$ cat src/rtl/seq_alu.sv
// rtl/seq_alu.sv - sequential add/sub/mul/div ALU with start/busy/done handshake
// Optional zero/ovf flag outputs are enabled by defining SEQ_ALU_FLAGS_EN.
module seq_alu #(
    parameter int WIDTH = 8
) (
    input  logic               clk,
    input  logic               rst,
    input  logic               start,
    input  logic [WIDTH-1:0]   a,
    input  logic [WIDTH-1:0]   b,
    input  logic [1:0]         op,
    output logic               busy,
    output logic               done,
    output logic [2*WIDTH-1:0] result,
`ifdef SEQ_ALU_FLAGS_EN
    output logic               zero,
    output logic               ovf,
`endif
    output logic               error
);

    localparam int CW = $clog2(WIDTH);
    localparam logic [1:0] OP_ADD = 2'b00;
    localparam logic [1:0] OP_SUB = 2'b01;
    localparam logic [1:0] OP_MUL = 2'b10;
    localparam logic [1:0] OP_DIV = 2'b11;

    typedef enum logic [1:0] {IDLE, RUN, FINISH} state_t;

    state_t             state, state_d;
    logic [WIDTH-1:0]   a_q, b_q;
    logic [1:0]         op_q;
    logic [CW-1:0]      count;
    logic [2*WIDTH-1:0] acc, acc_step, quick_result;
    logic [WIDTH:0]     mul_sum, div_shift, div_diff;
    logic               div_ge, accept, last_iter;

    assign accept    = (state == IDLE) && start;
    assign last_iter = (state == RUN) && (count == CW'(WIDTH - 1));

    // acc holds {hi, lo}: mul shifts the product right through it with b in lo,
    // div shifts the dividend left out of lo while quotient bits enter at bit 0.
    always_comb begin
        mul_sum   = {1'b0, acc[2*WIDTH-1:WIDTH]} + (acc[0] ? {1'b0, a_q} : '0);
        div_shift = {acc[2*WIDTH-1:WIDTH], acc[WIDTH-1]};
        div_diff  = div_shift - {1'b0, b_q};
        div_ge    = (div_shift >= {1'b0, b_q});
        if (op_q == OP_MUL)
            acc_step = {mul_sum, acc[WIDTH-1:1]};
        else
            acc_step = {(div_ge ? div_diff[WIDTH-1:0] : div_shift[WIDTH-1:0]),
                        acc[WIDTH-2:0], div_ge};
    end

    always_comb begin
        quick_result = '0;
        case (op)
            OP_ADD:  quick_result = {{(WIDTH-1){1'b0}}, ({1'b0, a} + {1'b0, b})};
            OP_SUB:  quick_result = {{WIDTH{1'b0}}, a} - {{WIDTH{1'b0}}, b};
            default: quick_result = '0;
        endcase
    end

    always_ff @(posedge clk or posedge rst) begin
        if (rst) state <= IDLE;
        else     state <= state_d;
    end

    always_comb begin
        state_d = state;
        busy    = 1'b0;
        done    = 1'b0;
        case (state)
            IDLE: begin
                if (start)
                    state_d = (op == OP_MUL || (op == OP_DIV && b != '0)) ? RUN : FINISH;
            end
            RUN: begin
                busy = 1'b1;
                if (count == CW'(WIDTH - 1)) state_d = FINISH;
            end
            FINISH: begin
                done    = 1'b1;
                state_d = IDLE;
            end
            default: state_d = IDLE;
        endcase
    end

    always_ff @(posedge clk or posedge rst) begin
        if (rst) begin
            a_q    <= '0;
            b_q    <= '0;
            op_q   <= '0;
            count  <= '0;
            acc    <= '0;
            result <= '0;
            error  <= 1'b0;
        end else if (accept) begin
            a_q   <= a;
            b_q   <= b;
            op_q  <= op;
            count <= '0;
            acc   <= (op == OP_MUL) ? {{WIDTH{1'b0}}, b} : {{WIDTH{1'b0}}, a};
            error <= 1'b0;
            if (state_d == FINISH) begin
                // single-cycle ops and divide-by-zero resolve at the accepting edge
                result <= quick_result;
                error  <= (op == OP_DIV);
            end
        end else if (state == RUN) begin
            acc   <= acc_step;
            count <= count + CW'(1);
            if (last_iter) result <= acc_step;
        end
    end

`ifdef SEQ_ALU_FLAGS_EN
    always_ff @(posedge clk or posedge rst) begin
        if (rst) begin
            zero <= 1'b0;
            ovf  <= 1'b0;
        end else if (accept && state_d == FINISH) begin
            zero <= (quick_result == '0);
            ovf  <= (op == OP_ADD) ? quick_result[WIDTH] : ((op == OP_SUB) && (a < b));
        end else if (last_iter) begin
            zero <= (acc_step == '0);
            ovf  <= (op_q == OP_MUL) && (acc_step[2*WIDTH-1:WIDTH] != '0);
        end
    end
`endif

endmodule
$ cat config.mk
export PLATFORM = sky130hd
export DESIGN_NAME = seq_alu
export DESIGN_NICKNAME = d
export VERILOG_FILES = /design/src/rtl/seq_alu.sv
export SDC_FILE = /design/constraint.sdc
export NUM_CORES = 1
export LEC_CHECK = 0
export CAP_MARGIN = 40
export CORE_MARGIN = 2
export CORE_UTILIZATION = 45
export DETAILED_ROUTE_END_ITERATION = 10
export PLACE_DENSITY_LB_ADDON = 0.15
export SLEW_MARGIN = 15
export SYNTH_ARGS = -nofsm -noshare
export SYNTH_HDL_FRONTEND = slang
export SYNTH_SLANG_ARGS = --single-unit
$ cat constraint.sdc
create_clock -name clk -period 7.3 [get_ports clk]
set_clock_uncertainty 0.2 [all_clocks]
set_input_delay 1.46 -clock clk [delete_from_list [all_inputs] [get_ports clk]]
set_output_delay 1.46 -clock clk [all_outputs]
set_load 0.01 [all_outputs]
==> results.md <==
- Run status: finished clean
- Maximum clock rate: 234.5 MHz
- DR WL/cell: 17.86 um
- Mux cell area share after synthesis: 0.03206
- Clk sinks: 56
- Fin. max-slew vios: 0
- Hold Crit Depth: 2
- Rel. slew slack: 0.5303
- Hpwl dp: 8.707 mm
- Final RePlAce weighted congestion: 0.9099
- Worst IR Drop VDD: 147.9 uV
- Routing usage on met2: 0.3805
- Row count: 34
- Hold_buf cts: 0
- Max Buffers Root-to-Sink: 2
- FF-to-FF setup slack: 4.48 ns
- Largest family of logic cells by synthesized area: compound AO/OA/AOI/OAI gates
- Fin area: 4716 um^2
- Post-CTS Setup Bufs: 0
- Crit path DAT: 4.27 ns
- Met3 Usage GRT: 0.02577
- Global-route wire length before repair: 18.11 mm
- Placed cell areas: 4631 um^2
- Hold Vio Cnt, Final: 0
- Largest net degree at the start of global routing: 57
- Post-synthesis cell area: 4136 um^2
- Vias in the first global route: 3424
- Buffers on Ports: 39
- Synth Area in XOR/XNOR: 0.03176
- Simple-Gate Fraction of Synth Area: 0.1900
- RSZ-0062 raised after global routing: no
- Max-Cap Viols: 0
- Critical path class: in2reg
- # DRC: 0
- Post-synth EDFFs: 0
- Post-synth ARST share: 1.000
- Post-Synth Adder-Cell Area: 0.1222
- Power per Cell Area: 416.7 nW/um^2
- CTS Root Cell: clkbuf_8
- Compound-Gate Fraction of Synth Area: 0.2347
- Initial DRC Count: 265
- Yosys warns: 0
- GR Overflow Total: 0
- # fillers: 879
- Final antenna diode count: 0
- Synthesized area per cell: 8.546 um^2
- Setup TNS: 0 ns
- CTS Buf Count: 5
- Initial Utilization: 0.4697
- CTS H-tree lvls: 2
- CTS tree: done
- Smallest hold slack: 0.2766 ns
- GRT Max-Usage Layer: met2
- Slew @ Worst Pin: 0.7045 ns
- CP Launch Type: input pin
- Min-Delay Endpoint: a_q[7]
- Vias/cell: 5.713
- Die footprint: 9975 um^2
- Antenna violations before repair: 0
- Final Cycle Share: 0.5842
- Dpl cells: 616
- R2R depth: 9
- Worst-Skew Late Latency: 0.31 ns
- Ports: 40
- Mapped Cells: 484
- Setup violators final: 0
- Core area: 8806 um^2
- DRT antenna net count: 0
- Dominant synthesized flop cell: dfrtp_1
- Synth-to-layout area growth: 14.00%
- CP Capture Type: flop
- Fin worst setup slack: 3.035 ns
- Total Wirelength: 11.13 mm
- Worst-path clk slew: 0.10 ns
- Pre-CTS WS: 2.725 ns
- R2r endpoint: result[13]
- Worst min path class: reg2reg
- P_leak: 2.154 nW
- Overall Power: 1.965 mW
- Fin util: 0.5355
- Post-CTS Resized: 0
- Via count: 3559
- Synth cell types: 65
- Overall Global Routing Usage: 0.2322
- CP max FO: 20
- Post-synth net total: 543
- R2r startpoint: acc[0]
- GRT met1 Usage: 0.3415
- Synthesis-stage register bit count: 56
- Worst Hold Launch: a_q[7]
- Seq/Total Area, Yosys: 0.3388
- Drt first pass iters: 4
- Worst Path Required: 7.30 ns
- Min cycle time layout: 4.265 ns
- Die Width: 99.88 um
- Final Net Count: 574
- Fin cells: 623
- Die boundary height: 99.88 um
- Layout cells sized above 1: 0.05825
-- cells by family (layout without fill, tap and decap cells) --
group                      count (synthesis)  in the layout
xor gates and xnor gates                  15             15
muxes                                     13             13
DFF                                       56             56
adders and majority gates                 38             38
buffers and inverters                     50             81
AOI/OAI and AO/OA                        142            142
and+or+nand+nor                          170            170
-- worst max-delay path, stage by stage --
cell,delay [ns]
clkdlybuf4s50_1,0.88
or3b_2,0.51
o41a_1,0.33
nor2_2,0.15
a21oi_2,0.10
clkinv_2,0.27
o41ai_2,0.19
o311a_1,0.37
-- metal layers --
layer / routed length [um] / vias up
met5: 0 / -
met4: 57 / 0
met3: 514 / 4
met2: 5261 / 88
met1: 5295 / 1691
li1: - / 1776
-- Yosys cell counts (all sizes together), types with 8 or more instances --
library cell / instances / area share
a211oi: 13 / 0.024
a21oi: 25 / 0.031
and2: 9 / 0.014
clkbuf: 17 / 0.015
dfrtp: 56 / 0.34
ha: 34 / 0.10
inv: 27 / 0.025
mux2i: 11 / 0.027
nand2: 79 / 0.072
nand2b: 8 / 0.012
nand3: 8 / 0.0097
nor2: 32 / 0.030
nor2b: 8 / 0.012
nor3: 8 / 0.0097
o21ai: 43 / 0.052
xnor2: 10 / 0.021
-- how the worst max path moves through the flow --
| stage | end | cells past startpoint | from |
|---|---|---|---|
| after floorplan | result[10] | 9 | b[0] |
| after detailed placement | result[10] | 8 | op[0] |
| after global routing | result[10] | 8 | op[0] |
| final | result[10] | 8 | op[0] |
| after global placement | result[10] | 8 | op[0] |
| after CTS | result[10] | 8 | op[0] |
-- area by class of cell --
class | instances | area, um^2 | share of cell area
clock buffers | 5 | 68.82 | 0.01459
clock inverters | 2 | 16.27 | 0.003449
multi-input cells | 378 | 2530 | 0.5365
inverters | 28 | 106.4 | 0.02255
repair buffers | 46 | 457.9 | 0.09711
well taps | 108 | 135.1 | 0.02865
flip-flops and latches | 56 | 1401 | 0.2972
-- flip-flops by register name, indices dropped and copies added, names as in the netlist --
signal	cells
a_q	8
acc	16
b_q	8
count	3
error	1
op_q	2
result	16
state	2
-- report_power, final --
| part | leakage (nW) | internal, mW | switching (mW) |
|---|---|---|---|
| combinational | 1.42 | 0.548 | 0.686 |
| sequential | 0.689 | 0.455 | 0.105 |
| clock | 0.0406 | 0.0672 | 0.104 |
| total | 2.15 | 1.07 | 0.895 |
-- placed cells by master (no fill, tap or decap), types with 3 or more instances in the layout --
cell type,netlist,layout
a211oi_1,13,13
a21o_1,6,6
a21oi_1,24,24
a221oi_1,4,4
a22o_1,6,6
and2_1,9,9
and3_1,5,5
buf_4,1,5
clkbuf_8,0,5
clkdlybuf4s50_1,0,39
dfrtp_1,56,56
fa_1,4,4
ha_1,34,34
inv_1,27,26
mux2i_1,11,11
nand2_1,78,78
nand2b_1,8,8
nand3_1,8,8
nor2_1,31,31
nor2b_1,8,8
nor3_1,8,8
o211ai_1,3,3
o21a_1,4,4
o21ai_0,35,35
o21ai_1,8,8
o21bai_1,5,4
o22ai_1,4,4
o31ai_1,5,5
or4_1,4,4
xnor2_1,10,10
xor2_1,5,5
Note: power is estimated with default switching activity, not from simulation.
